--- config.mk ---
export PLATFORM = sky130hd
export DESIGN_NAME = z80_bus_arbiter
export DESIGN_NICKNAME = d
export VERILOG_FILES = /design/src/rtl/z80_arb_pkg.sv /design/src/rtl/sync2.sv /design/src/rtl/z80_bus_arbiter.sv
export SDC_FILE = /design/constraint.sdc
export NUM_CORES = 1
export LEC_CHECK = 0
export BUFFER_PORTS_ARGS = -buffer_cell sky130_fd_sc_hd__buf_2
export CAP_MARGIN = 20
export CORE_MARGIN = 5
export CORE_UTILIZATION = 55
export DETAILED_ROUTE_END_ITERATION = 8
export GPL_TIMING_DRIVEN = 0
export PLACE_DENSITY_LB_ADDON = 0.3
export SETUP_SLACK_MARGIN = 0.3
export SLEW_MARGIN = 15
export SYNTH_ARGS = -nofsm -noshare
export SYNTH_HDL_FRONTEND = slang
export SYNTH_SLANG_ARGS = --single-unit
--- constraint.sdc ---
create_clock -name mclk -period 2.58 [get_ports mclk]
set_input_delay 0.516 -clock mclk [delete_from_list [all_inputs] [get_ports mclk]]
set_output_delay 0.516 -clock mclk [all_outputs]
set_load 0.005 [all_outputs]
--- src/rtl/z80_arb_pkg.sv ---
// Shared definitions for the Z80 bus arbiter.
// Holds the arbiter state encoding, the default cycle constants and a small max helper
// used to size-check the shared counter.
package z80_arb_pkg;

  typedef enum logic [2:0] {
    StRstHold = 3'd0,
    StCpuOwn  = 3'd1,
    StReqBus  = 3'd2,
    StExtOwn  = 3'd3,
    StRelease = 3'd4
  } arb_state_e;

  localparam int unsigned DefResetCycles   = 16;
  localparam int unsigned DefMinCpuCycles  = 64;
  localparam int unsigned DefTimeoutCycles = 200000;
  localparam int unsigned DefCntW          = 18;

  function automatic int unsigned max3(input int unsigned a, input int unsigned b,
                                       input int unsigned c);
    int unsigned m;
    m = (a > b) ? a : b;
    return (m > c) ? m : c;
  endfunction

endpackage

--- src/rtl/sync2.sv ---
// Two-flop synchroniser with a parameterised reset value.
// Ports: clk (sampling clock), reset (synchronous, active-high), d (asynchronous input),
//        q (synchronised output, two clk cycles behind d).
module sync2 #(
  parameter logic RESET_VAL = 1'b1
) (
  input  logic clk,
  input  logic reset,
  input  logic d,
  output logic q
);

  logic meta_q;
  logic sync_q;

  always_ff @(posedge clk) begin
    if (reset) begin
      meta_q <= RESET_VAL;
      sync_q <= RESET_VAL;
    end else begin
      meta_q <= d;
      sync_q <= meta_q;
    end
  end

  assign q = sync_q;

endmodule

--- src/rtl/z80_bus_arbiter.sv ---
// Z80 bus arbiter: owns nRESET/nBUSRQ/nBUSAK, sequences CPU reset release and shares the
// CPU bus with one external requester through a level req/gnt handshake.
// Ports: mclk (clock), reset (synchronous, active-high), cpu_nbusak (raw Z80 nBUSAK),
//        cpu_nreset / cpu_nbusrq (Z80 control), ext_req / ext_gnt (external handshake),
//        bus_sel_ext (bus mux select, 1 = external), arb_err (sticky ack-timeout flag).
// Build option: define Z80_ARB_TIMEOUT_EN to abort a bus request that is not acknowledged
// within TIMEOUT_CYCLES; otherwise the request waits forever and arb_err is tied low.
module z80_bus_arbiter
  import z80_arb_pkg::*;
#(
  parameter int unsigned RESET_CYCLES   = DefResetCycles,
  parameter int unsigned MIN_CPU_CYCLES = DefMinCpuCycles,
  parameter int unsigned TIMEOUT_CYCLES = DefTimeoutCycles,
  parameter int unsigned CNT_W          = DefCntW
) (
  input  logic mclk,
  input  logic reset,
  input  logic cpu_nbusak,
  output logic cpu_nreset,
  output logic cpu_nbusrq,
  input  logic ext_req,
  output logic ext_gnt,
  output logic bus_sel_ext,
  output logic arb_err
);

  localparam int unsigned CntNeed = max3(RESET_CYCLES, MIN_CPU_CYCLES, TIMEOUT_CYCLES);
  localparam logic [CNT_W-1:0] RstLast = CNT_W'(RESET_CYCLES - 1);
  localparam logic [CNT_W-1:0] MinLoad = CNT_W'(MIN_CPU_CYCLES);

  if ((CntNeed >> CNT_W) != 0) begin : g_cnt_w_check
    $error("CNT_W too narrow for the configured cycle counts");
  end

  arb_state_e       state_q, state_d;
  logic [CNT_W-1:0] cnt_q, cnt_d;
  logic             ak_s;
  logic             nreset_q, nbusrq_q, ext_own_q;

  sync2 #(
    .RESET_VAL(1'b1)
  ) u_ak_sync (
    .clk  (mclk),
    .reset(reset),
    .d    (cpu_nbusak),
    .q    (ak_s)
  );

`ifdef Z80_ARB_TIMEOUT_EN
  localparam logic [CNT_W-1:0] ReqLoad = CNT_W'(TIMEOUT_CYCLES);
  logic err_set;
  logic err_q;
`else
  localparam logic [CNT_W-1:0] ReqLoad = '0;
`endif

  always_comb begin
    state_d = state_q;
    cnt_d   = cnt_q;
`ifdef Z80_ARB_TIMEOUT_EN
    err_set = 1'b0;
`endif
    unique case (state_q)
      // Counts up from the reset value of 0, so the hold lasts RESET_CYCLES edges.
      StRstHold: begin
        if (cnt_q >= RstLast) begin
          state_d = StCpuOwn;
          cnt_d   = MinLoad;
        end else begin
          cnt_d = cnt_q + 1'b1;
        end
      end
      // A request seen while the window is open is simply held off until cnt_q hits 0.
      StCpuOwn: begin
        if (cnt_q != '0) begin
          cnt_d = cnt_q - 1'b1;
        end else if (ext_req) begin
          state_d = StReqBus;
          cnt_d   = ReqLoad;
        end
      end
      // A withdrawn request beats a simultaneous acknowledge.
      StReqBus: begin
        if (!ext_req) begin
          state_d = StCpuOwn;
          cnt_d   = '0;
        end else if (!ak_s) begin
          state_d = StExtOwn;
          cnt_d   = '0;
`ifdef Z80_ARB_TIMEOUT_EN
        end else if (cnt_q <= CNT_W'(1)) begin
          state_d = StCpuOwn;
          cnt_d   = MinLoad;
          err_set = 1'b1;
        end else begin
          cnt_d = cnt_q - 1'b1;
`endif
        end
      end
      StExtOwn: begin
        if (!ext_req) begin
          state_d = StRelease;
          cnt_d   = '0;
        end
      end
      StRelease: begin
        if (ak_s) begin
          state_d = StCpuOwn;
          cnt_d   = MinLoad;
        end
      end
      default: begin
        state_d = StRstHold;
        cnt_d   = '0;
      end
    endcase
  end

  // Outputs are registered from the next state so they switch on the same edge as the
  // state register, without decode glitches on the pins.
  always_ff @(posedge mclk) begin
    if (reset) begin
      state_q   <= StRstHold;
      cnt_q     <= '0;
      nreset_q  <= 1'b0;
      nbusrq_q  <= 1'b1;
      ext_own_q <= 1'b0;
    end else begin
      state_q   <= state_d;
      cnt_q     <= cnt_d;
      nreset_q  <= (state_d != StRstHold);
      nbusrq_q  <= !((state_d == StReqBus) || (state_d == StExtOwn));
      ext_own_q <= (state_d == StExtOwn);
    end
  end

`ifdef Z80_ARB_TIMEOUT_EN
  always_ff @(posedge mclk) begin
    if (reset) begin
      err_q <= 1'b0;
    end else if (err_set) begin
      err_q <= 1'b1;
    end
  end
  assign arb_err = err_q;
`else
  assign arb_err = 1'b0;
`endif

  assign cpu_nreset  = nreset_q;
  assign cpu_nbusrq  = nbusrq_q;
  assign ext_gnt     = ext_own_q;
  assign bus_sel_ext = ext_own_q;

endmodule
# Word-level counts from Yosys, hierarchy flattened
# Index checks and enable logic that the tools add are counted.
# W data, S select, Z words.
[word_totals] regBits=26 elab_cells=42
[op_classes] n_eq_ne=10 mux=16 order_cmp=1 addsub=2 reduce_logical=6
[ops] operator="$mux W18" count=7
[ops] operator="$pmux W18 S5" count=1
[ops] operator="$mux W3" count=7
[ops] operator="$add A18 B1 Y18 const B" count=1
[ops] operator="$ge A18 B4 Y1 const B" count=1
[ops] operator="$reduce_bool A18 Y1" count=1
[ops] operator="$sub A18 B1 Y18 const B" count=1
[ops] operator="$pmux W3 S5" count=1
[ops] operator="$eq A3 B2 Y1 const B" count=4
[ops] operator="$ne A3 B3 Y1 const B" count=2
[ops] operator="$reduce_and A4 Y1" count=1
[ops] operator="$eq A3 B1 Y1 const B" count=1
[ops] operator="$eq A3 B3 Y1 const B" count=1
[ops] operator="$logic_not A3 Y1" count=1
[ops] operator="$reduce_bool A3 Y1" count=1
[ops] operator="$ne A2 B1 Y1 const B" count=1
[ops] operator="$ne A2 B2 Y1 const B" count=1
[ops] operator="$logic_not A1 Y1" count=1
[ops] operator="$logic_or A1 B1 Y1" count=1

# Depth between registers and ports, before layout
# Gate-level depths: netlist (run 1).
[logic_depth] depth_word=6 depth_mapped=8 ltp_nobuf=6

# Cells and area by module
# From an unflattened synthesis (run 1), not the netlist that was laid out.
[hier_totals] cells_unflattened=188 area_unflattened_um2=1524.0
[by_module_without_submodules] mod="z80_bus_arbiter" n_inst=1 seq_area_each_um2=480.5 area_per_inst_um2=1471.4 cells_each=184
[by_module_without_submodules] mod="sync2" n_inst=1 seq_area_each_um2=40.0 area_per_inst_um2=52.6 cells_each=4

# Least setup slack after synthesis (run 1)
# No wires, ideal clock.
[synth_path] path_kind="register to register" startpoint="register cnt_q[8]" endpoint="register cnt_q[2]" slack_ns=0.515 arrival_ns=1.938 period_less_slack_ns=2.065 setup_ns=0.126 path_stages_with_launch=8 path_buffers=2 cell_sequence="dfxtp_1 -> nor4_2 -> and4_2 -> buf_2 -> a211oi_1 -> buf_4 -> a222oi_1 -> a21oi_1"
[synth_via] elab_chain_len=3
[synth_lines] element="start, declared" line="z80_bus_arbiter.sv:36" rtl="logic [CNT_W-1:0] cnt_q, cnt_d;"
[synth_lines] element="start signal, assigned" line="z80_bus_arbiter.sv:130" rtl="cnt_q <= cnt_d;"
[synth_lines] element="$ge A18 B4 Y1 / $reduce_bool A18 Y1 (equally long branches)" line="z80_bus_arbiter.sv:66, z80_bus_arbiter.sv:75"
[synth_lines] element="$mux W18 (tied with other cells)" line="z80_bus_arbiter.sv:66" rtl="if (cnt_q >= RstLast) begin"
[synth_lines] element="$pmux W18 S5 / $reduce_and A4 Y1 (equally long branches)"
# Parallel ways exist; a longest one is shown, timed or not.
# A chain may end at the register's enable or synchronous reset.

# Worst setup path after layout (run 1)
[layout_path] startpoint="register cnt_q[17]" endpoint="register cnt_q[2]"
# Same word-level chain as after synthesis.

==> metrics.csv, run 1 <==
stage,metric,value,unit
critical_path,crit_path_max_incr_delay,0.45,ns
final_layout,layout-drive-gt1-share,21.8,%
route,drtPass1Iterations,4,
flow_run,drv_cap,0,
sta,worst_pin_slew,0.609,ns
clock_network,clkSinkCount,26,
global_routing,gr-total-overflow,0,
sta,skew,0.00204,ns
final_layout,multi_input_area,902,um2
die,io_pins,9,
critical_path,crit_chain,nor4_4 > and4_2 > buf_2 > a211oi_2 > buf_4 > a222oi_1 > a21oi_1,
logic_synthesis,synthXorXnorAreaFrac,1.77,%
sta,hold_viol,0,
final_layout,seq_area,520,um2
clock_network,clk_transition_reported_paths,0.14,ns
logic_synthesis,async_reset_ff_share,0,%
critical_path,slowest_stage,nor4_4,
final_layout,fin_area,1670,um2
sta,drv_slew,0,
critical_path,path_delay_family,simple AND/OR/NAND/NOR gates,
sta,max_freq,0.462,GHz
route,vias,1401,
sta,period_minus_slack,2.17,ns
critical_path,crit_required,2.80,ns
route,wire_per_inst,16.2,um
clock_network,clk_latency,0.32,ns
logic_synthesis,netlist-cell-type-count,56,
final_layout,mostFrequentLayoutCell,dfxtp_1,
clock_network,hold_buffers,0,
logic_synthesis,synth_compound_area_share,25.4,%
logic_synthesis,synth-simple-area-share,27.8,%
clock_network,cts_tree,built,
logic_synthesis,yosys_warnings,0,
logic_synthesis,synthFlopType,dfxtp_1,
logic_synthesis,syn-instance-count,174,
route,ant_nets,0,
clock_network,clockBufferDepth,2,
critical_path,start_kind,flip-flop,
logic_synthesis,synth.ff_latch_count,26,
die,die_h,62.0,um
global_routing,grt_usage,20.3,%
clock_network,numCtsBuffers,3,
critical_path,path_buf_inv,2,
sta,setup_tns,0,ns
final_layout,layout_common_cells,"dfxtp_1 (26), nand2_1 (14), a31oi_1 (13)",
route,wl,3.54,mm
critical_path,critical_path_class,flip-flop to flip-flop,
logic_synthesis,synthAdderAreaFrac,2.53,%
global_routing,grt_first_pass_wirelength,5.82,mm
die,die_x,62.0,um
global_routing,antenna_found_initial,0,
power_and_ir_drop,vdd_drop_max,0.000817,V
global_routing,grt_pass1_vias,1291,
clock_network,h-tree-depth,1,
die,die_area,3840,um2
die,placementRows,18,
logic_synthesis,seq_area_frac_synth,35.0,%
placement,gp_congestion,0.902,
die,initial_core_util,58.9,%
placement,dpl_cell_area,1560,um2
final_layout,syn_to_final_growth,12.4,%
critical_path,crit_path_max_fanout,10,
min_path,worst_hold_path_type,input port to flip-flop,
logic_synthesis,synthMuxAreaShare,0.674,%
logic_synthesis,synth_edf_count,0,
critical_path,end_kind,flip-flop,
sta,fin_crit_sh,83.9,%
final_layout,fin_nets,196,
clock_network,root_buffer,clkbuf_4,
final_layout,antennaDiodeCount,0,
power_and_ir_drop,p_leak,0.698,nW
run_status,status,"finished, final reports clean",
route,drc,0,
sta,rsz0062_at_grt,false,
logic_synthesis,avgSynthCellArea,8.54,um2
die,coreArea,2520,um2
sta,slew_headroom,59.1,%
route,drt_iter0_drc,92,
final_layout,fin_util,66.2,%
placement,hpwl,2.46,mm
sta,setup_viol,0,
placement,port_buffers,7,
final_layout,fillers,219,
logic_synthesis,syn_nets,181,
power_and_ir_drop,power_density,1370,nW/um2
critical_path,cp_data_arrival_time,2.39,ns
logic_synthesis,syn_area,1490,um2
logic_synthesis,synth_top_family_by_area,simple AND/OR/NAND/NOR gates,
global_routing,grt_max_degree,16,
route,viasPerCell,6.43,
==> state kept, by name (all words and copies together) (netlist names) <==
name / flops
cnt_q: 18
state_q: 3
bus_sel_ext: 1
cpu_nbusrq: 1
cpu_nreset: 1
u_ak_sync.meta_q: 1
u_ak_sync.q: 1
==> metal layers <==
metal,GRT usage (%),vias up,part of all wire (%)
met1,26.6,667,44
met4,4.85,0,0.73
li1,-,681,-
met2,34.8,47,48
met5,0,-,0
met3,3.10,6,6.6
==> power by group <==
part           leakage, nW  total, mW  internal [mW]  switching [mW]
combinational        0.457       1.33          0.535           0.792
clock               0.0279      0.280          0.157           0.123
sequential           0.213      0.682          0.525           0.157
total                0.698       2.29           1.22            1.07
==> final cells by class <==
| type | count | area share, % |
|---|---|---|
| flip-flops and latches | 26 | 31.2 |
| plain buffers | 9 | 4.12 |
| clock buffers | 3 | 1.35 |
| inverters | 8 | 1.80 |
| well taps | 30 | 2.25 |
| clock inverters | 1 | 1.80 |
| multi-input cells | 131 | 54.0 |
| repair buffers | 10 | 3.45 |
==> worst paths after layout <==
kind / from / to / slack, ns / cells after the start
setup / recovery: cnt_q[17] / cnt_q[2] / 0.41 / 7
setup reg to reg: cnt_q[17] / cnt_q[2] / 0.41 / 7
hold reg to reg: u_ak_sync.meta_q / u_ak_sync.q / 0.43 / 1
hold / removal: cpu_nbusak / u_ak_sync.meta_q / 0.37 / 2
==> logic make-up (layout without fill, tap and decap cells) <==
family                   after synthesis  count (layout)
flip-flops                            26              26
other                                  1               1
multiplexers                           1               1
AND/OR/NAND/NOR                       71              71
adder cells (fa/ha/maj)                3               3
XOR/XNOR                               3               3
AO/OA/AOI/OAI                         52              52
buffers and inverters                 17              31
==> cell usage after synthesis, drive strengths merged (4+ instances only) <==
| cell type | number | share of area [%] |
|---|---|---|
| and3 | 4 | 1.8 |
| clkbuf | 4 | 2.4 |
| nor2 | 12 | 3.0 |
| nand2 | 15 | 4.3 |
| o21ai | 7 | 2.4 |
| a31oi | 13 | 5.5 |
| nor3 | 11 | 3.7 |
| dfxtp | 26 | 35 |
| nand3 | 8 | 3.0 |
| a211o | 4 | 2.4 |
| buf | 5 | 2.2 |
| nor4 | 4 | 3.1 |
| inv | 8 | 2.0 |
| a21oi | 9 | 3.0 |
==> per-stage QoR <==
| step | cells | hold slack (ns) | worst slack, ns | total power [mW] |
|---|---|---|---|---|
| 3_3_place_gp | 211 | 0.394 | 0.102 | 1.82 |
| 4_1_cts | 217 | 0.362 | 0.304 | 2.21 |
| 5_1_grt | 218 | 0.368 | 0.299 | 2.45 |
| 2_1_floorplan | 174 | 0.389 | 0.515 | 1.60 |
| 6_report | 218 | 0.369 | 0.414 | 2.29 |
| 3_5_place_dp | 211 | 0.396 | 0.0679 | 1.86 |
==> worst register-to-register path, cell delays in order, from the launching register on <==
cell	delay [ns]
dfxtp_1	0.38
nor4_4	0.45
and4_2	0.29
buf_2	0.19
a211oi_2	0.14
buf_4	0.20
a222oi_1	0.32
a21oi_1	0.10
==> what timing repair did <==
| item | CTS | global route |
|---|---|---|
| pin swaps | 1 | 2 |
| endpoints found under the setup margin | 21 | 15 |
| buffers inserted | 2 | 1 |
| resized for setup | 5 | 3 |
Note: power is estimated with default switching activity, not from simulation.
==> inputs of run 2 (changes only) <==
--- a/config.mk
+++ b/config.mk
@@ -5,6 +5,7 @@
 export SDC_FILE = /design/constraint.sdc
 export NUM_CORES = 1
 export LEC_CHECK = 0
+export ABC_AREA = 1
 export BUFFER_PORTS_ARGS = -buffer_cell sky130_fd_sc_hd__buf_2
 export CAP_MARGIN = 20
 export CORE_MARGIN = 5
==> constraint.sdc (replaced) <==
create_clock -name mclk -period 2 [get_ports mclk]
set_input_delay 0.4 -clock mclk [delete_from_list [all_inputs] [get_ports mclk]]
set_output_delay 0.4 -clock mclk [all_outputs]
set_load 0.005 [all_outputs]
==> run 2 against run 1 <==
  * Setup slack better by 0.014 ns
  * Final cell count is 28% higher
  * Area after synthesis is 6.3% higher
  * Sequential power is 24% higher
  * Largest cell class unchanged
  * Largest power group unchanged
  * Highest routed layer unchanged
==> metrics.csv, run 2 <==
stage,metric,value,unit,change
logic_synthesis,synth_most_common_cell,nand2_1,,
critical_path,reg2reg_slack,0.43,ns,about the same
clock_network,clk_latency,0.32,ns,about the same
final_layout,mostFrequentLayoutCell,nand2_1,,
logic_synthesis,syn_area,1580,um2,+6.3%
final_layout,fin_area,1710,um2,+2.7%
sta,drv_slew,0,,unchanged
critical_path,worstReg2RegEnd,cnt_q[16],,
final_layout,fin_cells,279,,+28%
power_and_ir_drop,power_density,1950,nW/um2,+42%
sta,hold_viol,0,,unchanged
global_routing,gr-usage-met2,25.3,%,-9.5 points
logic_synthesis,synth.ff_latch_count,26,,unchanged
clock_network,clockBufferDepth,2,,unchanged
clock_network,clk_transition_reported_paths,0.14,ns,about the same
global_routing,antenna_found_initial,0,,unchanged
die,placementRows,19,,+1
logic_synthesis,synth_top_family_by_area,simple AND/OR/NAND/NOR gates,,
clock_network,cts_tree,built,,
critical_path,slowest_stage,dfxtp_2,,
logic_synthesis,synth_edf_count,0,,unchanged
logic_synthesis,synthXorXnorAreaFrac,6.10,%,+4.3 points
critical_path,crit_required,2.27,ns,-0.53 ns
power_and_ir_drop,p_leak,0.814,nW,+17%
route,drc,0,,unchanged
sta,skew,0.00164,ns,-0.000401 ns
logic_synthesis,synthFlopType,dfxtp_1,,
critical_path,r2r_cells,8,,+1
global_routing,grt_pass1_vias,1263,,-2.2%
final_layout,layout-drive-gt1-share,17.3,%,-4.5 points
route,vias,1421,,+1.4%
critical_path,crit_path_max_fanout,6,,-4
critical_path,path_delay_family,simple AND/OR/NAND/NOR gates,,
final_layout,syn_to_final_growth,8.56,%,
logic_synthesis,synth_compound_area_share,9.67,%,-16 points
route,viasPerCell,5.09,,-21%
sta,fin_crit_sh,78.6,%,-5.3 points
logic_synthesis,async_reset_ff_share,0,%,unchanged
placement,port_buffers,7,,unchanged
critical_path,start_kind,flip-flop,,
logic_synthesis,seq_area_frac_synth,33.0,%,-2.1 points
sta,slew_headroom,60.3,%,+1.1 points
critical_path,path_buf_inv,1,,-1
critical_path,crit_chain,inv_2 > ha_1 > nand2_1 > nor2_1 > nand2_1 > xor2_1 > o21a_1 > nor2_1,,
sta,max_freq,0.636,GHz,+38%
critical_path,end_kind,flip-flop,,
global_routing,grtUsageMet1,22.0,%,-4.6 points
die,die_h,63.6,um,+2.6%
min_path,worst_hold_path_type,input port to flip-flop,,
global_routing,grt_usage,16.2,%,-4.0 points
sta,setup_tns,0,ns,unchanged
flow_run,drv_cap,0,,unchanged
die,coreArea,2760,um2,+9.3%
placement,place_ws,0.317,ns,+0.249 ns
die,die_area,4040,um2,+5.3%
critical_path,cp-startpoint,cnt_q[0],,
global_routing,use_met3,2.66,%,-0.43 points
final_layout,regMostFlops,cnt_q,,
final_layout,antennaDiodeCount,0,,unchanged
route,wl,3.06,mm,-14%
clock_network,root_buffer,clkbuf_4,,
critical_path,regToRegStartpoint,cnt_q[0],,
logic_synthesis,synthAdderAreaFrac,2.38,%,-0.15 points
final_layout,layout_common_cells,"nand2_1 (62), nor2_1 (27), inv_1 (25)",,
sta,worst_pin_slew,0.596,ns,-0.0126 ns
global_routing,gr-total-overflow,0,,unchanged
route,drt_iter0_drc,87,,-5.4%
final_layout,fin_nets,256,,+31%
clock_network,clkSinkCount,26,,unchanged
logic_synthesis,synth_top_cell_by_area,dfxtp_1,,
critical_path,critical_path_class,flip-flop to flip-flop,,
critical_path,cp_data_arrival_time,1.84,ns,-0.55 ns
power_and_ir_drop,power,3.34,mW,+46%
global_routing,busiest_layer,met2,,
logic_synthesis,synthTopCellsByCount,"nand2_1 (62), nor2_1 (28), dfxtp_1 (26), inv_1 (26), nand3_1 (22)",,
sta,period_minus_slack,1.57,ns,-0.594 ns
sta,worst_hold_slack,0.246,ns,-0.123 ns
logic_synthesis,syn-instance-count,235,,+35%
clock_network,numCtsBuffers,3,,unchanged
sta,setup_viol,0,,unchanged
logic_synthesis,synthMuxAreaShare,0,%,-0.67 points
placement,dpl_cell_area,1650,um2,+6.1%
logic_synthesis,netlist-cell-type-count,30,,-46%
critical_path,crit_path_max_incr_delay,0.37,ns,-0.08 ns
route,ant_nets,0,,unchanged
logic_synthesis,yosys_warnings,0,,unchanged
global_routing,grt_max_degree,15,,-1
die,die_x,63.6,um,+2.6%
critical_path,cp.depth,8,,+1
logic_synthesis,synth_area_leaders,"dfxtp_1 (33%), nand2_1 (15%), nand3_1 (7.0%)",,
die,initial_core_util,57.3,%,-1.6 points
logic_synthesis,avgSynthCellArea,6.72,um2,-21%
sta,fin_ws,0.428,ns,+0.0139 ns
sta,rsz0062_at_grt,false,,
placement,gp_congestion,0.826,,-8.5%
placement,hpwl,2.29,mm,-6.9%
route,wire_per_inst,11.0,um,-33%
critical_path,endpoint,cnt_q[16],,
run_status,status,"finished, final reports clean",,
logic_synthesis,synth_top_area_share,33.0,%,-2.1 points
clock_network,h-tree-depth,1,,unchanged
logic_synthesis,synth-simple-area-share,38.2,%,+10 points
logic_synthesis,syn_nets,242,,+34%
final_layout,biggestRegsByFlops,"cnt_q: 18 flops, state_q: 3 flops",,
power_and_ir_drop,vdd_drop_max,0.00122,V,+49%
die,io_pins,9,,unchanged
global_routing,grt_first_pass_wirelength,5.44,mm,-6.6%
route,drtPass1Iterations,5,,+1
final_layout,largest_reg_flops,18,,unchanged
placement,place_inst,273,,+29%
final_layout,fin_util,62.2,%,-4.0 points
==> run 2: cell type report <==
type | instances | area (um2)
Clock buffer | 4 | 36.3
Inverter | 28 | 105
Fill cell | 249 | 1040
Buffer | 7 | 60.1
Tap cell | 31 | 38.8
Timing Repair Buffer | 9 | 50.0
Multi-Input combinational cell | 174 | 901
Sequential cell | 26 | 523
==> run 2: what timing repair did <==
action,in CTS,in global routing
hold buffers,0,0
setup buffers,0,2
endpoints found under the setup margin,4,16
pin swaps,0,0
cloned,0,0
gates resized for setup,1,4
==> run 2: cells by family after synthesis <==
kind of cell	count (synthesis)
xor+xnor	11
fa+ha+maj	3
compound gates	26
simple gates	133
flops	26
other cells	1
buf+inv	35
==> run 2: worst min-delay path by stage <==
stage                                 from          endpoint  slack [ns]  cells past startpoint
after CTS                       cpu_nbusak  u_ak_sync.meta_q        0.23                      2
after floorplan           u_ak_sync.meta_q       u_ak_sync.q        0.39                      1
final                           cpu_nbusak  u_ak_sync.meta_q        0.25                      2
after detailed placement  u_ak_sync.meta_q       u_ak_sync.q        0.40                      1
after global placement    u_ak_sync.meta_q       u_ak_sync.q        0.39                      1
after global routing            cpu_nbusak  u_ak_sync.meta_q        0.24                      2
==> run 2: metal layers <==
metal / share of wire [%] / wire length (um)
met2: 46 / 1400
met1: 49 / 1490
met3: 4.5 / 137
met4: 1.0 / 31
met5: 0 / 0
==> run 2: report_power, final <==
| group | switching, mW | total (mW) | internal [mW] | leakage (nW) |
|---|---|---|---|---|
| clock network | 0.157 | 0.268 | 0.111 | 0.0210 |
| logic | 1.36 | 2.23 | 0.866 | 0.580 |
| registers | 0.164 | 0.848 | 0.685 | 0.213 |
| total | 1.68 | 3.34 | 1.66 | 0.814 |
==> run 2: worst reg2reg max path: cells and delay by family (launching register included) <==
family | cells | cell delay, ns
and+or+nand+nor | 4 | 0.48
DFF | 1 | 0.37
adders and majority gates | 1 | 0.24
AOI/OAI and AO/OA | 1 | 0.17
xor gates and xnor gates | 1 | 0.14
buffers and inverters | 1 | 0.11
==> inputs of run 3 (changes only) <==
--- a/config.mk
+++ b/config.mk
@@ -9,7 +9,7 @@
 export BUFFER_PORTS_ARGS = -buffer_cell sky130_fd_sc_hd__buf_2
 export CAP_MARGIN = 20
 export CORE_MARGIN = 5
-export CORE_UTILIZATION = 55
+export CORE_UTILIZATION = 54
 export DETAILED_ROUTE_END_ITERATION = 8
 export GPL_TIMING_DRIVEN = 0
 export PLACE_DENSITY_LB_ADDON = 0.3
==> constraint.sdc (replaced) <==
create_clock -name mclk -period 1.4 [get_ports mclk]
set_input_delay 0.28 -clock mclk [delete_from_list [all_inputs] [get_ports mclk]]
set_output_delay 0.28 -clock mclk [all_outputs]
set_load 0.005 [all_outputs]
==> run 3 against run 2 <==
  * The flow now finishes with violations (negative setup slack)
  * Register-to-register slack worse by 0.50 ns
  * Sequential cell count did not move
  * Non-clock buffer count rose by 17
  * Clock-buffer cell count unchanged
  * Via count is 9.9% higher
  * Critical endpoint is now cnt_q[0]
==> metrics.csv, run 3 (synthesis gave the netlist of run 2 again) <==
stage,metric,value,unit,change
final_layout,fillers,200,,-20%
final_layout,antennaDiodeCount,0,,unchanged
sta,worst_hold_slack,0.124,ns,-0.122 ns
sta,max_freq,0.680,GHz,+6.9%
global_routing,gr-usage-met2,32.2,%,+6.9 points
placement,port_buffers,7,,unchanged
clock_network,root_buffer,clkbuf_4,,
global_routing,gr-total-overflow,0,,unchanged
final_layout,fin_area,2100,um2,+23%
final_layout,fin_cells,296,,+6.1%
route,wire_per_inst,12.8,um,+17%
route,vias,1561,,+9.9%
placement,gp_congestion,0.856,,+3.6%
clock_network,numCtsBuffers,3,,unchanged
route,drc,0,,unchanged
sta,worst_pin_slew,0.611,ns,+0.0152 ns
clock_network,hold_buffers,0,,unchanged
route,viasPerCell,5.27,,+3.5%
min_path,worst_hold_path_type,input port to flip-flop,,
clock_network,clk_latency,0.33,ns,about the same
final_layout,syn_to_final_growth,33.1,%,
critical_path,worst_path_most_repeated_cell,nor2_1,,
sta,fin_ws,-0.0708,ns,-0.499 ns
global_routing,use_met3,2.45,%,-0.21 points
critical_path,end_kind,flip-flop,,
final_layout,regMostFlops,cnt_q,,
die,coreArea,2780,um2,+0.86%
final_layout,layout-drive-gt1-share,39.6,%,+22 points
clock_network,clkSinkCount,26,,unchanged
sta,period_minus_slack,1.47,ns,-0.101 ns
global_routing,grt_max_degree,15,,unchanged
route,ant_nets,0,,unchanged
sta,hold_viol,0,,unchanged
clock_network,h-tree-depth,1,,unchanged
sta,drv_slew,0,,unchanged
critical_path,slowest_stage,dfxtp_4,,
die,die_area,4110,um2,+1.6%
critical_path,critical_path_class,flip-flop to flip-flop,,
die,die_h,64.1,um,+0.78%
clock_network,clk_transition_reported_paths,0.13,ns,about the same
route,drt_iter0_drc,82,,-5.7%
critical_path,crit_path_max_incr_delay,0.39,ns,+0.02 ns
global_routing,antenna_found_initial,0,,unchanged
final_layout,fin_util,75.6,%,+13 points
sta,rsz0062_at_grt,true,,
critical_path,crit_chain,ha_1 > nand2_1 > nor2_1 > nor2_1 > nand2_2 > nor2_4 > buf_4 > nor3_4 > nor2_1,,
final_layout,mostFrequentLayoutCell,nand2_1,,
final_layout,layout_common_cells,"nand2_1 (52), inv_1 (22), nand3_1 (18)",,
critical_path,crit_path_max_fanout,4,,-2
global_routing,grtUsageMet1,24.0,%,+2.0 points
die,initial_core_util,56.8,%,-0.49 points
flow_run,drv_cap,0,,unchanged
global_routing,grt_first_pass_wirelength,6.31,mm,+16%
critical_path,crit_required,1.67,ns,-0.60 ns
run_status,violations,negative setup slack,,
global_routing,busiest_layer,met2,,
clock_network,cts_tree,built,,
die,die_x,64.1,um,+0.78%
final_layout,fin_nets,273,,+6.6%
final_layout,biggestRegsByFlops,"cnt_q: 18 flops, state_q: 3 flops",,
sta,setup_viol,20,,+20
route,wl,3.78,mm,+24%
clock_network,clockBufferDepth,2,,unchanged
sta,slew_headroom,59.2,%,-1.0 points
placement,hpwl,2.33,mm,+1.9%
placement,place_inst,273,,unchanged
global_routing,grt_pass1_vias,1433,,+13%
global_routing,grt_usage,18.9,%,+2.7 points
sta,skew,0.00261,ns,+0.000975 ns
critical_path,start_kind,flip-flop,,
die,placementRows,19,,unchanged
route,drtPass1Iterations,4,,-1
final_layout,largest_reg_flops,18,,unchanged
placement,dpl_cell_area,1690,um2,+2.3%
sta,fin_crit_sh,105,%,+26 points
critical_path,cp_data_arrival_time,1.74,ns,-0.10 ns
die,io_pins,9,,unchanged
run_status,status,"finished, violations left",,
## run 3: changes by cell type in the layout (fill, tap and decap cells not counted), moves of 3 or more
cell / delta
nor2_2: +3
dfxtp_1: -14
buf_4: +13
nand2_2: +8
dfxtp_2: +11
nor2_4: +7
nand3_1: -4
nand2_1: -10
inv_1: -3
nor2_1: -10
dfxtp_4: +3
## run 3: final timing paths
path	start	end	slack (ns)	cells past startpoint
max	cnt_q[0]	cnt_q[0]	-0.07	9
min	cpu_nbusak	u_ak_sync.meta_q	0.12	2
max reg2reg	cnt_q[0]	cnt_q[0]	-0.07	9
min reg2reg	u_ak_sync.meta_q	u_ak_sync.q	0.45	1
## run 3: worst max-delay path, delay by kind of cell (launching register included)
family / cells / cell delay [ns]
and+or+nand+nor: 7 / 0.65
DFF: 1 / 0.39
adders and majority gates: 1 / 0.22
buffers and inverters: 1 / 0.14
## run 3: layer usage
| metal | up-vias | part of all wire [%] |
|---|---|---|
| met1 | 732 | 44 |
| met2 | 23 | 50 |
| li1 | 797 | - |
| met3 | 9 | 3.5 |
| met5 | - | 0 |
| met4 | 0 | 2.6 |
## run 3: cell type report
class | count | area [um2] | share of cell area (%)
Buffer | 7 | 67.6 | 3.21
Timing Repair Buffer | 26 | 218 | 10.4
Multi-Input combinational cell | 174 | 1070 | 51.1
Tap cell | 31 | 38.8 | 1.85
Sequential cell | 26 | 548 | 26.1
Inverter | 28 | 120 | 5.71
Clock buffer | 4 | 36.3 | 1.73
## run 3: repair_timing
item | 4_1_cts | 5_1_grt
pin swaps | 10 | 5
endpoints found under the setup margin | 24 | 25
resized for setup | 42 | 19
setup buffers | 15 | 3
cloned | 0 | 1
## run 3: metrics by stage
step	worst slack (ns)	TNS, ns
floorplan	0.0639	0
global placement	-0.111	-1.51
detailed placement	-0.119	-1.58
CTS	-0.0323	-0.184
global route	-0.175	-2.91
finish	-0.0708	-0.707
Power of run 3 is not shown: default switching activity piles up to over one toggle a cycle in this logic, so the estimate is an artifact.
